$ cat src/rtl/regfile_block_mover.sv
// Block copy/fill initiator for a 64x16 register file.
// Port B reads the source, port A writes the destination, one register per cycle.
// Copies that overlap forward run descending so no source is overwritten before it is read.
module regfile_block_mover #(
  parameter int unsigned AW = 6,
  parameter int unsigned DW = 16
) (
  input  logic          i_clk,
  input  logic          i_rst_n,
  input  logic          i_start,
  input  logic          i_fill,
  input  logic [AW-1:0] i_src_base,
  input  logic [AW-1:0] i_dst_base,
  input  logic [AW:0]   i_count,
  input  logic [DW-1:0] i_fill_data,
  input  logic [DW-1:0] i_read_data_b,
  output logic [AW-1:0] o_address_a,
  output logic [AW-1:0] o_address_b,
  output logic [DW-1:0] o_write_data,
  output logic          o_write_enable,
  output logic          o_busy,
  output logic          o_done,
  output logic          o_error
);

  localparam logic [AW:0] MaxCount = {1'b1, {AW{1'b0}}};

  typedef enum logic [1:0] {StIdle, StRun, StDone} state_e;

  state_e        r_state;
  logic          r_fill;
  logic [DW-1:0] r_fill_data;
  logic [AW-1:0] r_src_ptr;
  logic [AW-1:0] r_dst_ptr;
  logic [AW:0]   r_remaining;
  logic          r_desc;
  logic          r_we;
  logic          r_busy;
  logic          r_done;
  logic          r_error;

  logic [AW-1:0] w_diff;
  logic [AW:0]   w_count_m1;
  logic [AW-1:0] w_src_last;
  logic [AW-1:0] w_dst_last;
  logic          w_overlap;
  logic          w_last;

  // Direction decision and end-of-block pointers, evaluated on the Start operands.
  assign w_diff     = i_dst_base - i_src_base;
  assign w_count_m1 = i_count - (AW+1)'(1);
  assign w_src_last = i_src_base + w_count_m1[AW-1:0];
  assign w_dst_last = i_dst_base + w_count_m1[AW-1:0];
  // Destination starts strictly inside the source block: ascending would clobber unread source.
  assign w_overlap  = !i_fill && (w_diff != '0) && ({1'b0, w_diff} <= w_count_m1);
  assign w_last     = (r_remaining == (AW+1)'(1));

  // Transfer FSM with registered strobes; pointers walk mod 2**AW.
  always_ff @(posedge i_clk or negedge i_rst_n) begin
    if (!i_rst_n) begin
      r_state     <= StIdle;
      r_fill      <= 1'b0;
      r_fill_data <= '0;
      r_src_ptr   <= '0;
      r_dst_ptr   <= '0;
      r_remaining <= '0;
      r_desc      <= 1'b0;
      r_we        <= 1'b0;
      r_busy      <= 1'b0;
      r_done      <= 1'b0;
      r_error     <= 1'b0;
    end else begin
      r_error <= 1'b0;
      case (r_state)
        StIdle: begin
          if (i_start) begin
            if (i_count > MaxCount) begin
              r_error <= 1'b1;
            end else if (i_count == '0) begin
              r_state <= StDone;
              r_busy  <= 1'b1;
              r_done  <= 1'b1;
            end else begin
              r_state     <= StRun;
              r_we        <= 1'b1;
              r_busy      <= 1'b1;
              r_fill      <= i_fill;
              r_fill_data <= i_fill_data;
              r_remaining <= i_count;
              r_desc      <= w_overlap;
              if (w_overlap) begin
                r_src_ptr <= w_src_last;
                r_dst_ptr <= w_dst_last;
              end else begin
                r_src_ptr <= i_src_base;
                r_dst_ptr <= i_dst_base;
              end
            end
          end
        end
        StRun: begin
          if (w_last) begin
            r_state <= StDone;
            r_we    <= 1'b0;
            r_done  <= 1'b1;
          end else begin
            r_remaining <= r_remaining - (AW+1)'(1);
            if (r_desc) begin
              r_src_ptr <= r_src_ptr - AW'(1);
              r_dst_ptr <= r_dst_ptr - AW'(1);
            end else begin
              r_src_ptr <= r_src_ptr + AW'(1);
              r_dst_ptr <= r_dst_ptr + AW'(1);
            end
          end
        end
        StDone: begin
          r_state <= StIdle;
          r_done  <= 1'b0;
          r_busy  <= 1'b0;
        end
        default: begin
          r_state <= StIdle;
          r_we    <= 1'b0;
          r_busy  <= 1'b0;
          r_done  <= 1'b0;
        end
      endcase
    end
  end

  // Write data bypasses straight from port B so a copy moves one register per cycle.
  assign o_write_data   = r_fill ? r_fill_data : i_read_data_b;
  assign o_address_a    = r_dst_ptr;
  assign o_address_b    = r_src_ptr;
  assign o_write_enable = r_we;
  assign o_busy         = r_busy;
  assign o_done         = r_done;
  assign o_error        = r_error;

endmodule

$ cat config.mk
export PLATFORM = sky130hd
export DESIGN_NAME = regfile_block_mover
export DESIGN_NICKNAME = d
export VERILOG_FILES = /design/src/rtl/regfile_block_mover.sv
export SDC_FILE = /design/constraint.sdc
export NUM_CORES = 1
export LEC_CHECK = 0
export BUFFER_PORTS_ARGS = -buffer_cell sky130_fd_sc_hd__buf_2
export CORE_ASPECT_RATIO = 1.75
export CORE_UTILIZATION = 49
export DETAILED_ROUTE_END_ITERATION = 10
export HOLD_SLACK_MARGIN = 0.1
export PLACE_DENSITY = 0.78
export SYNTH_ARGS = -nofsm -noshare
export SYNTH_HDL_FRONTEND = slang
export SYNTH_SLANG_ARGS = --single-unit
$ cat constraint.sdc
create_clock -name i_clk -period 1.9 [get_ports i_clk]
set_input_delay 0.38 -clock i_clk [delete_from_list [all_inputs] [get_ports i_clk]]
set_output_delay 0.38 -clock i_clk [all_outputs]
set_load 0.005 [all_outputs]
==> reports/metrics.yaml, run 1 <==
outcome:
  run_status: "complete, but fails checks"
  violations: "setup timing"
finish:
  post_route_cells_drive_above_1_share_pct: 41.76
  area_overhead_of_the_layout_relative_to_synthesis_pct: 45.20
  count_of_fill_cells_added_during_filler_insertion: 495
  antenna_cells_inserted: 0
  stdcell_count: 640
  post_layout_nets: 650
yosys:
  ys_warn_count: 0
  edff_count_synth: 0
  synthTopCellsByCount: "sky130_fd_sc_hd__nand2_1, sky130_fd_sc_hd__dfrtp_1, sky130_fd_sc_hd__ha_1, sky130_fd_sc_hd__inv_1, sky130_fd_sc_hd__a21oi_1"
  postSynthNetCount: 483
  synth_most_common_cell: "sky130_fd_sc_hd__nand2_1"
  syn_area_um2: 3405
  ys_seq_elements: 43
  synthDistinctLibCells: 51
  post_synth_main_area_contributors: "sky130_fd_sc_hd__dfrtp_1, sky130_fd_sc_hd__ha_1, sky130_fd_sc_hd__nand2_1"
  async_flop_share_pct: 100.0
  netlist.top_cell.by_area: "sky130_fd_sc_hd__dfrtp_1"
  number_of_instances_in_the_synthesized_netlist: 390
  synth_top_area_share_pct: 31.61
  seq_area_frac_synth_pct: 31.61
  synth_top_flop_cell: "sky130_fd_sc_hd__dfrtp_1"
  postSynthAreaPerCell_um2: 8.730
placed_design:
  numPortBuffers: 86
  dp.cells: 621
  place_congestion: 0.8510
  placed_wire_length_estimate_after_detailed_placement_um: 7544
  dp_slack_ps: -1362
cts:
  h-tree-depth: 2
  path_clk_slew_ps: 60
  tritoncts_num_sinks: 43
  number_of_cts_inserted_buffers: 5
  clock_tree.root_cell: "sky130_fd_sc_hd__clkbuf_16"
  cts-root-to-sink-buffers: 2
  insertion_delay_ps: 290
  clock_tree_from_tritoncts: "built"
detailed_routing:
  detail_route.iter0.violations: 170
  routed-via-count: 3591
  drt_drc_violations_left: 0
  vias_per_cell: 5.611
  route.final.wire_length_um: 10170
  number_of_antenna_violating_nets_in_the_routed_design: 0
  drtPass1Iterations: 4
  wl_per_cell_um: 15.89
power:
  seq_power_share_pct: 24.3
  power_leakage_nw: 2.539
  max-vdd-ir-drop_uv: 550.5
  switching_share_pct: 42.38
  power_density_nw_per_um2: 1417
  share_clk_of_total_power_pct: 11.8
  netSwitchingPower_mw: 2.969
  power_frac_comb_pct: 63.9
  intPower_mw: 4.037
sta:
  max_slew.worst_pin.slew_ps: 614.3
  fmax_mhz: 346.1
  period_share_pct: 152.1
  fin_worst_hold_slack_ps: 287.2
  setup_viol: 21
  slew_viol_final: 0
  post-route-min-period_ps: 2890
  timing.final.ws_setup_ps: -989.7
  grt_setup_unrepaired: "true"
  clock_skew_ps: 6.289
  worst_slew_margin_rel_pct: 58.95
  timing.final.hold_violations: 0
critical_path:
  cp_data_arrival_time_ps: 3060
  cpLargestDelayFamily: "compound AO/OA/AOI/OAI gates"
  crit_chain: "buf_12 -> inv_12 -> ha_4 -> inv_2 -> fa_2 -> a21o_1 -> a21oi_2 -> xnor2_2 -> ha_1 -> and4_4 -> a311oi_4 -> a2bb2oi_2 -> a21oi_2 -> buf_4 -> mux2i_2 -> o21ai_1"
  slowest_stage: "sky130_fd_sc_hd__fa_2"
  endpoint_type_of_the_worst_setup_path: "flip-flop"
  critical_path_buf_inv_count: 4
  critPathMaxStageDelay_ps: 330
  worstPathMaxFanout: 7
  critical_path.most_common_cell: "sky130_fd_sc_hd__a21oi_2"
  worst_r2r_startpoint: "r_desc"
  worst_ep_required_time_ps: 2070
  cp-start-kind: "input pin"
  critPathLaunch: "i_dst_base[0]"
  path_class: "in -> reg"
min_path:
  hold_start: "i_fill_data[9]"
  holdCritPathClass: "in -> reg"
floorplanning:
  fp-row-count: 39
  ios: 87
  core_area_um2: 6636
  die-width_um: 65.01
  floorplan.die.height_um: 112.3
  initial_core_util_pct: 51.30
  fp.dieArea_um2: 7299
grt:
  pin_count_of_the_biggest_net_entering_global_routing: 26
  global_router_s_overall_resource_usage_pct: 28.83
  global_route.overflow_total: 0
  grt_pass1_vias: 3717
  antenna_found_initial: 0
  wire_length_of_the_first_global_routing_pass_um: 16160
flow_run:
  max_cap_viol_count: 0
==> layer usage <==
metal | GRT usage (%) | up-vias | wire length [um]
met4 | 18.70 | 0 | 579
met3 | 4.573 | 48 | 485
met1 | 26.94 | 1700 | 3487
li1 | - | 1695 | -
met5 | 0 | - | 0
met2 | 55.00 | 148 | 5615
==> final cells by class <==
class                      count  area, um^2  area share, %
tap                           82       102.6          2.075
inverter                      30       130.1          2.632
timing repair inverter         2       7.507         0.1519
sequential                    43        1076          21.77
clock inverter                 2       12.51         0.2531
multi-input combinational    304        2285          46.22
timing repair buffer         171        1201          24.30
clock buffer                   6       128.9          2.607
==> logic make-up (layout without fill, tap and decap cells) <==
group           after synthesis  count (layout)  synth area share, %
fa+ha+maj                    38              38                15.07
mux                          26              26                8.232
compound gates              106             106                18.93
flops                        43              43                31.61
xor+xnor                     24              24                6.174
simple gates                110             110                14.44
buf+inv                      43             211                5.549
==> cells in the final DEF (no fill, tap or decap), types with 16 or more instances in the layout <==
| master | netlist | routed |
|---|---|---|
| sky130_fd_sc_hd__a21oi_1 | 27 | 19 |
| sky130_fd_sc_hd__buf_2 | 1 | 84 |
| sky130_fd_sc_hd__buf_4 | 1 | 72 |
| sky130_fd_sc_hd__dfrtp_1 | 43 | 43 |
| sky130_fd_sc_hd__ha_1 | 33 | 31 |
| sky130_fd_sc_hd__inv_1 | 29 | 26 |
| sky130_fd_sc_hd__mux2_2 | 16 | 16 |
| sky130_fd_sc_hd__nand2_1 | 62 | 61 |
| sky130_fd_sc_hd__nor2_1 | 18 | 18 |
| sky130_fd_sc_hd__o21ai_1 | 19 | 24 |
==> worst min-delay path, stage by stage <==
cell and delay, ps:
sky130_fd_sc_hd__buf_2 70, sky130_fd_sc_hd__nand2_1 40, sky130_fd_sc_hd__nand2_1 40
==> power by group through the flow <==
stage          Combinational, mW  Clock (mW)  Sequential (mW)
4_1_cts                     4.38       0.836             1.68
6_report                    4.47       0.829             1.70
2_1_floorplan               2.65           0             1.66
5_1_grt                     4.88       0.884             1.74
3_5_place_dp                4.00           0             1.68
3_3_place_gp                3.79           0             1.66
==> through the flow <==
stage	util [%]	setup TNS, ps	area (um^2)	power [mW]
finish	74.49	-13930	4943	7.006
global route	74.49	-15810	4943	7.504
CTS	74.04	-13700	4913	6.895
detailed placement	68.50	-27390	4546	5.686
global placement	68.50	-24430	4546	5.450
floorplan	-	-14630	3518	4.303
==> path summary, 6_finish.rpt <==
check / slack (ps) / to / depth (start not counted)
min: 290 / r_fill_data[9] / 3
max reg2reg: -210 / o_address_b[5] / 8
max in group asynchronous: 840 / r_fill_data[0] / 3
max: -990 / o_address_b[1] / 16
min in group asynchronous: 560 / o_address_b[1] / 2
min reg2reg: 470 / r_fill_data[2] / 2
==> sequential cells by signal, summed over array words and instances, names as in the netlist <==
signal	cells
r_fill_data	16
r_remaining	7
o_write_enable	1
o_error	1
r_state	2
r_fill	1
o_address_a	6
r_desc	1
o_address_b	6
o_done	1
o_busy	1
==> timing repair <==
action | 4_1_cts | 5_1_grt
setup endpoints to repair | 39 | 36
hold buffers | 1 | 0
endpoints found under the hold margin | 18 | 0
gates cloned | 4 | 0
pin swaps | 15 | 7
resized for setup | 27 | 11
buffers inserted | 4 | 4
Power figures use the tool's default switching activity.
==> run 2: changes to the inputs <==
--- a/config.mk
+++ b/config.mk
@@ -10,7 +10,8 @@
 export CORE_UTILIZATION = 49
 export DETAILED_ROUTE_END_ITERATION = 10
 export HOLD_SLACK_MARGIN = 0.1
-export PLACE_DENSITY = 0.78
+export PLACE_DENSITY = 0.74
+export RECOVER_POWER = 50
 export SYNTH_ARGS = -nofsm -noshare
 export SYNTH_HDL_FRONTEND = slang
 export SYNTH_SLANG_ARGS = --single-unit
==> run 2 against run 1 <==
Net effect: the flow still finishes with violations (setup timing); sequential cell count stayed put; die area stayed put; core utilization is 4.0 points higher; sequential share of layout area is 1.1 points lower; register-to-register slack is essentially flat; combinational power rose by 4.7%; global-route usage is 0.10 points lower; fmax decreased by 0.57%; count of clock-buffer cells in the layout stayed put; non-clock buffer count rose by 15; critical endpoint is now o_address_b[0]; largest cell class unchanged; largest power group unchanged.
==> reports/metrics.yaml, run 2 (synthesized netlist as in run 1, its figures left out) <==
detailed_routing:
  routed-via-count: 3554  # -1.0%
  drtPass1Iterations: 4  # unchanged
  number_of_antenna_violating_nets_in_the_routed_design: 0  # unchanged
  drt_drc_violations_left: 0  # unchanged
  detail_route.iter0.violations: 112  # -34%
  vias_per_cell: 5.451  # -2.9%
  wl_per_cell_um: 16.63  # +4.7%
  route.final.wire_length_um: 10840  # +6.6%
finish:
  biggestRegsByFlops: "r_fill_data x16, r_remaining x7"
  count_of_fill_cells_added_during_filler_insertion: 449  # -9.3%
  stdcell_count: 652  # +1.9%
  fin_area_um2: 5207  # +5.3%
  largest_register: "r_fill_data"
  largest_register_ffs: 16  # unchanged
  post_route_cells_drive_above_1_share_pct: 46.14  # +4.4 points
  area_overhead_of_the_layout_relative_to_synthesis_pct: 52.96
  antenna_cells_inserted: 0  # unchanged
  most-common-layout-cells: "sky130_fd_sc_hd__buf_4, sky130_fd_sc_hd__buf_2, sky130_fd_sc_hd__dfrtp_1, sky130_fd_sc_hd__nand2_1, sky130_fd_sc_hd__ha_1"
  post_layout_nets: 664  # +2.2%
  final_common_cell: "sky130_fd_sc_hd__buf_4"
sta:
  timing.final.ws_setup_ps: -1006  # -16.50 ps
  post-route-min-period_ps: 2906  # +16.50 ps
  worst_slew_margin_rel_pct: 17.02  # -42 points
  timing.final.hold_violations: 0  # unchanged
  setup_viol: 39  # +86%
  clock_skew_ps: 5.314  # -0.9757 ps
  max_slew.worst_pin.slew_ps: 1245  # +630.5 ps
  period_share_pct: 153.0  # +0.87 points
  slew_viol_final: 0  # unchanged
  fmax_mhz: 344.1  # -0.57%
  grt_setup_unrepaired: "true"
floorplanning:
  core_area_um2: 6636  # unchanged
  die-width_um: 65.01  # unchanged
  fp-row-count: 39  # unchanged
  initial_core_util_pct: 51.30  # unchanged
  floorplan.die.height_um: 112.3  # unchanged
  fp.dieArea_um2: 7299  # unchanged
  ios: 87  # unchanged
power:
  power_density_nw_per_um2: 1378  # -2.8%
  power_leakage_nw: 2.642  # +4.0%
  finalPower_mw: 7.174  # +2.4%
  max-vdd-ir-drop_uv: 537.2  # -2.4%
placed_design:
  place_congestion: 0.8914  # +4.7%
  placed_wire_length_estimate_after_detailed_placement_um: 7375  # -2.2%
  dp_slack_ps: -1377  # -15.05 ps
  dp.cells: 626  # +0.81%
  numPortBuffers: 86  # unchanged
  placed_area_um2: 4571  # +0.55%
cts:
  clock_tree_from_tritoncts: "built"
  insertion_delay_ps: 290  # about the same
  clock_tree.root_cell: "sky130_fd_sc_hd__clkbuf_16"
  cts-root-to-sink-buffers: 2  # unchanged
  h-tree-depth: 2  # unchanged
  number_of_cts_inserted_buffers: 5  # unchanged
  path_clk_slew_ps: 50  # about the same
  tritoncts_num_sinks: 43  # unchanged
min_path:
  holdCritPathClass: "in -> reg"
critical_path:
  worst_ep_required_time_ps: 2070  # about the same
  cp_data_arrival_time_ps: 3070  # about the same
  worstPathMaxFanout: 7  # unchanged
  endpoint_type_of_the_worst_setup_path: "flip-flop"
  path_class: "in -> reg"
  cp-start-kind: "input pin"
outcome:
  run_status: "complete, but fails checks"
  violations: "setup timing"
grt:
  grt_pass1_vias: 3646  # -1.9%
  global_route.overflow_total: 0  # unchanged
  global_router_s_overall_resource_usage_pct: 28.73  # -0.10 points
  pin_count_of_the_biggest_net_entering_global_routing: 23  # -12%
  antenna_found_initial: 0  # unchanged
  wire_length_of_the_first_global_routing_pass_um: 16020  # -0.85%
flow_run:
  max_cap_viol_count: 0  # unchanged
[run 2: area by class of cell]
class / instances / area (um^2) / share of cell area [%]
Timing Repair inverter: 1 / 3.754 / 0.07208
Inverter: 30 / 130.1 / 2.499
Tap cell: 82 / 102.6 / 1.970
Multi-Input combinational cell: 304 / 2391 / 45.92
Sequential cell: 43 / 1076 / 20.66
Clock buffer: 6 / 128.9 / 2.475
Timing Repair Buffer: 186 / 1375 / 26.41
[run 2: layer usage]
| metal | up-vias | global-route usage, % | wire (um) |
|---|---|---|---|
| met2 | 123 | 52.85 | 6136 |
| met5 | - | 0 | 0 |
| met1 | 1679 | 27.46 | 3632 |
| met4 | 0 | 18.70 | 548 |
| li1 | 1719 | - | - |
| met3 | 33 | 6.402 | 523 |
[run 2: what timing repair did]
action | 4_1_cts | 5_1_grt
setup buffers | 7 | 7
setup endpoints to repair | 39 | 39
gates cloned | 3 | 5
hold buffers | 1 | 0
hold endpoints to repair | 20 | 0
resized for setup | 31 | 52
pin swaps | 14 | 37
[run 2: where the power goes]
| part | total, mW | internal (mW) | switching (mW) |
|---|---|---|---|
| clock | 0.796 | 0.472 | 0.324 |
| combinational | 4.68 | 2.30 | 2.37 |
| sequential | 1.70 | 1.37 | 0.335 |
[run 2: final timing paths]
kind	from	end	slack [ps]	depth (start not counted)
min in group asynchronous	i_rst_n	r_fill_data[8]	880	2
max in group asynchronous	i_rst_n	o_address_a[5]	190	3
worst min register to register	r_fill_data[6]	r_fill_data[6]	470	2
worst min-delay path	i_fill_data[6]	r_fill_data[6]	290	3
worst max-delay path	i_dst_base[0]	o_address_b[0]	-1010	16
worst max register to register	r_desc	o_address_b[5]	-220	8
[run 2: per-stage QoR]
| step | utilization [%] | setup TNS [ps] | hold WS, ps |
|---|---|---|---|
| floorplan | - | -14630 | 84.41 |
| global placement | 68.87 | -25820 | 367.3 |
| detailed placement | 68.87 | -28070 | 376.6 |
| CTS | 74.42 | -14330 | 289.4 |
| global route | 78.47 | -19680 | 306.3 |
| finish | 78.47 | -17630 | 291.3 |
[run 2: critical path, cell delays in order]
cell                        delay [ps]
sky130_fd_sc_hd__buf_12            110
sky130_fd_sc_hd__inv_12             40
sky130_fd_sc_hd__ha_4              120
sky130_fd_sc_hd__inv_2              30
sky130_fd_sc_hd__fa_2              340
sky130_fd_sc_hd__a21o_1            200
sky130_fd_sc_hd__a21oi_2           180
sky130_fd_sc_hd__xnor2_2           150
sky130_fd_sc_hd__ha_1              270
sky130_fd_sc_hd__and4_4            160
sky130_fd_sc_hd__a311oi_2          270
sky130_fd_sc_hd__a2bb2oi_2         120
sky130_fd_sc_hd__a21oi_4           200
sky130_fd_sc_hd__buf_6             180
sky130_fd_sc_hd__mux2i_2           220
sky130_fd_sc_hd__o21ai_1            90
==> run 3: changes to the inputs <==
--- a/config.mk
+++ b/config.mk
@@ -5,9 +5,10 @@
 export SDC_FILE = /design/constraint.sdc
 export NUM_CORES = 1
 export LEC_CHECK = 0
+export ABC_AREA = 1
 export BUFFER_PORTS_ARGS = -buffer_cell sky130_fd_sc_hd__buf_2
 export CORE_ASPECT_RATIO = 1.75
-export CORE_UTILIZATION = 49
+export CORE_UTILIZATION = 50
 export DETAILED_ROUTE_END_ITERATION = 10
 export HOLD_SLACK_MARGIN = 0.1
 export PLACE_DENSITY = 0.74
==> run 3 against run 2 <==
Net effect: the flow still finishes with violations (setup timing); critical path depth up 4; via count is 11% higher; sequential share of layout area is 0.51 points lower; design area is 2.5% higher; critical endpoint is now o_address_a[5]; largest power group unchanged; highest routed layer unchanged.
==> reports/metrics.yaml, run 3 <==
outcome:
  run_status: "complete, but fails checks"
  violations: "setup timing"
yosys:
  synthDistinctLibCells: 41  # -20%
  postSynthAreaPerCell_um2: 7.421  # -15%
  synth_top_area_share_pct: 27.67  # -3.9 points
  number_of_instances_in_the_synthesized_netlist: 524  # +34%
  synth_most_common_cell: "sky130_fd_sc_hd__nand2_1"
  seq_area_frac_synth_pct: 27.67  # -3.9 points
  async_flop_share_pct: 100.0  # unchanged
  postSynthNetCount: 617  # +28%
  synth_top_flop_cell: "sky130_fd_sc_hd__dfrtp_1"
  ys_seq_elements: 43  # unchanged
  ys_warn_count: 0  # unchanged
  post_synth_main_area_contributors: "sky130_fd_sc_hd__dfrtp_1, sky130_fd_sc_hd__nand2_1, sky130_fd_sc_hd__ha_1"
  netlist.top_cell.by_area: "sky130_fd_sc_hd__dfrtp_1"
  synthTopCellsByCount: "sky130_fd_sc_hd__nand2_1, sky130_fd_sc_hd__inv_1, sky130_fd_sc_hd__dfrtp_1, sky130_fd_sc_hd__nand3_1, sky130_fd_sc_hd__ha_1"
  syn_area_um2: 3889  # +14%
  edff_count_synth: 0  # unchanged
finish:
  antenna_cells_inserted: 0  # unchanged
  biggestRegsByFlops: "r_fill_data x16, r_remaining x7"
  sequential_cell_area_um2: 1076  # unchanged
  final_common_cell: "sky130_fd_sc_hd__nand2_1"
  post_layout_nets: 772  # +16%
  count_of_fill_cells_added_during_filler_insertion: 624  # +39%
  combined_area_of_the_multi_input_logic_cells_um2: 2643  # +11%
  most-common-layout-cells: "sky130_fd_sc_hd__nand2_1, sky130_fd_sc_hd__buf_2, sky130_fd_sc_hd__buf_4, sky130_fd_sc_hd__inv_1, sky130_fd_sc_hd__dfrtp_1"
  post_route_cells_drive_above_1_share_pct: 40.00  # -6.1 points
  largest_register_ffs: 16  # unchanged
  fin_area_um2: 5340  # +2.5%
  largest_register: "r_fill_data"
  area_overhead_of_the_layout_relative_to_synthesis_pct: 37.32
cts:
  insertion_delay_ps: 290  # about the same
  number_of_cts_inserted_buffers: 5  # unchanged
  path_clk_slew_ps: 60  # about the same
  clock_tree_from_tritoncts: "built"
  h-tree-depth: 2  # unchanged
  tritoncts_num_sinks: 43  # unchanged
  clock_tree.root_cell: "sky130_fd_sc_hd__clkbuf_16"
  cts-root-to-sink-buffers: 2  # unchanged
detailed_routing:
  drt_drc_violations_left: 0  # unchanged
  number_of_antenna_violating_nets_in_the_routed_design: 0  # unchanged
  detail_route.iter0.violations: 96  # -14%
  route.final.wire_length_um: 10460  # -3.5%
  wl_per_cell_um: 13.62  # -18%
  vias_per_cell: 5.145  # -5.6%
  drtPass1Iterations: 4  # unchanged
  routed-via-count: 3951  # +11%
grt:
  global_router_s_overall_resource_usage_pct: 27.17  # -1.6 points
  grt_pass1_vias: 3959  # +8.6%
  global_route.overflow_total: 0  # unchanged
  pin_count_of_the_biggest_net_entering_global_routing: 27  # +17%
  wire_length_of_the_first_global_routing_pass_um: 16830  # +5.0%
  antenna_found_initial: 0  # unchanged
critical_path:
  endpoint: "o_address_a[5]"
  worstPathMaxFanout: 6  # -1
  path_class: "in -> reg"
  critPathLaunch: "i_dst_base[0]"
  cp_data_arrival_time_ps: 2630  # -440 ps
  worst_r2r_startpoint: "r_desc"
  reg2regPathDepth: 12  # +4
  rr_endpoint: "o_address_b[5]"
  cp-start-kind: "input pin"
  worst_ep_required_time_ps: 2080  # about the same
  r2r_slack_ps: -40  # +180 ps
  endpoint_type_of_the_worst_setup_path: "flip-flop"
sta:
  period_share_pct: 129.1  # -24 points
  slew_viol_final: 0  # unchanged
  post-route-min-period_ps: 2453  # -453.0 ps
  timing.final.ws_setup_ps: -553.2  # +453.0 ps
  fmax_mhz: 407.6  # +18%
  setup_viol: 13  # -67%
  worst_slew_margin_rel_pct: 28.35  # +11 points
  grt_setup_unrepaired: "true"
  max_slew.worst_pin.slew_ps: 1075  # -170.0 ps
  clock_skew_ps: 5.619  # +0.3057 ps
  timing.final.hold_violations: 0  # unchanged
placed_design:
  place_congestion: 0.8299  # -6.9%
  numPortBuffers: 86  # unchanged
  dp_slack_ps: -887.9  # +489.4 ps
  placed_wire_length_estimate_after_detailed_placement_um: 8144  # +10%
  placed_area_um2: 4959  # +8.5%
floorplanning:
  fp-row-count: 42  # +7.7%
  die-width_um: 68.67  # +5.6%
  floorplan.die.height_um: 118.7  # +5.7%
  ios: 87  # unchanged
  initial_core_util_pct: 51.39  # +0.088 points
  core_area_um2: 7567  # +14%
  fp.dieArea_um2: 8148  # +12%
power:
  max-vdd-ir-drop_uv: 577.2  # +7.4%
  power_leakage_nw: 2.900  # +9.8%
  power_density_nw_per_um2: 1275  # -7.5%
min_path:
  holdCritPathClass: "in -> reg"
flow_run:
  max_cap_viol_count: 0  # unchanged
[run 3: cell count changes in the layout (fill, tap and decap cells not counted), moves of 9 or more]
cell / delta
sky130_fd_sc_hd__nand2_1: +96
sky130_fd_sc_hd__o21ai_1: -18
sky130_fd_sc_hd__nand3_1: +22
sky130_fd_sc_hd__buf_4: -9
sky130_fd_sc_hd__inv_1: +37
sky130_fd_sc_hd__nand3_2: +23
sky130_fd_sc_hd__mux2i_1: -9
sky130_fd_sc_hd__buf_6: -17
[run 3: critical path, stage by stage]
cell	delay, ps
sky130_fd_sc_hd__buf_12	110
sky130_fd_sc_hd__inv_12	40
sky130_fd_sc_hd__ha_4	120
sky130_fd_sc_hd__inv_4	40
sky130_fd_sc_hd__fa_2	410
sky130_fd_sc_hd__inv_2	70
sky130_fd_sc_hd__nand2_2	50
sky130_fd_sc_hd__and2_4	140
sky130_fd_sc_hd__ha_4	220
sky130_fd_sc_hd__nand2_2	50
sky130_fd_sc_hd__nand2_1	50
sky130_fd_sc_hd__nand2_1	70
sky130_fd_sc_hd__nand3_1	70
sky130_fd_sc_hd__nand2_1	80
sky130_fd_sc_hd__nand2_2	90
sky130_fd_sc_hd__a21oi_4	240
sky130_fd_sc_hd__clkbuf_16	200
sky130_fd_sc_hd__nand3_2	90
sky130_fd_sc_hd__nand3_2	70
sky130_fd_sc_hd__a21oi_2	50
[run 3: timing repair]
| action | in CTS | in global routing |
|---|---|---|
| hold buffers | 1 | 0 |
| pin swaps | 26 | 16 |
| cloned | 2 | 0 |
| hold endpoints to repair | 18 | 0 |
| gates resized for setup | 30 | 11 |
| buffers inserted | 1 | 3 |
| endpoints found under the setup margin | 13 | 13 |
[run 3: kinds of logic after synthesis]
group                      count (synthesis)  synth area share, %
adders and majority gates                 38                13.19
AOI/OAI and AO/OA                         65                10.10
and+or+nand+nor                          256                30.79
xor gates and xnor gates                  15                3.378
muxes                                     16                4.633
DFF                                       43                27.67
buffers and inverters                     91                10.23
[run 3: worst min-delay path by stage]
| stage | start | endpoint | slack (ps) | cells after the start |
|---|---|---|---|---|
| finish | i_fill_data[15] | r_fill_data[15] | 290 | 3 |
| global route | i_fill_data[10] | r_fill_data[10] | 300 | 3 |
| CTS | i_fill_data[6] | r_fill_data[6] | 290 | 3 |
| detailed placement | i_rst_n | r_fill_data[5] | 350 | 1 |
| global placement | i_rst_n | r_fill_data[5] | 340 | 1 |
| floorplan | i_rst_n | o_address_a[0] | 80 | 0 |
[run 3: where the power goes]
group / leakage, nW / internal (mW) / switching (mW)
logic: 2.31 / 1.92 / 2.31
clock network: 0.0658 / 0.484 / 0.349
registers: 0.521 / 1.38 / 0.360
total: 2.90 / 3.78 / 3.02
[run 3: through the flow]
stage / cells / power [mW] / setup TNS, ps / hold slack (ps) / util (%)
after floorplan: 524 / 4.529 / -6054 / 84.41 / -
after global placement: 753 / 5.644 / -9858 / 341.1 / 65.53
after detailed placement: 753 / 5.831 / -11210 / 347.0 / 65.53
after CTS: 765 / 6.793 / -6274 / 287.4 / 69.86
after global routing: 768 / 7.452 / -7643 / 296.6 / 70.57
final: 768 / 6.807 / -6420 / 288.9 / 70.57
[run 3: area by class of cell]
type,instances,share of cell area (%)
clock buffers,5,2.343
clock inverters,3,0.3749
inverters,77,5.740
multi-input cells,391,49.48
flip-flops and latches,43,20.15
well taps,88,2.062
repair buffers,161,19.85
[run 3: metal layers]
metal / track usage [%] / share of wire [%] / vias to the layer above
met3: 3.668 / 4.2 / 39
li1: - / - / 1999
met2: 51.78 / 55 / 124
met5: 0 / 0 / -
met4: 17.06 / 5.6 / 0
met1: 24.51 / 35 / 1789
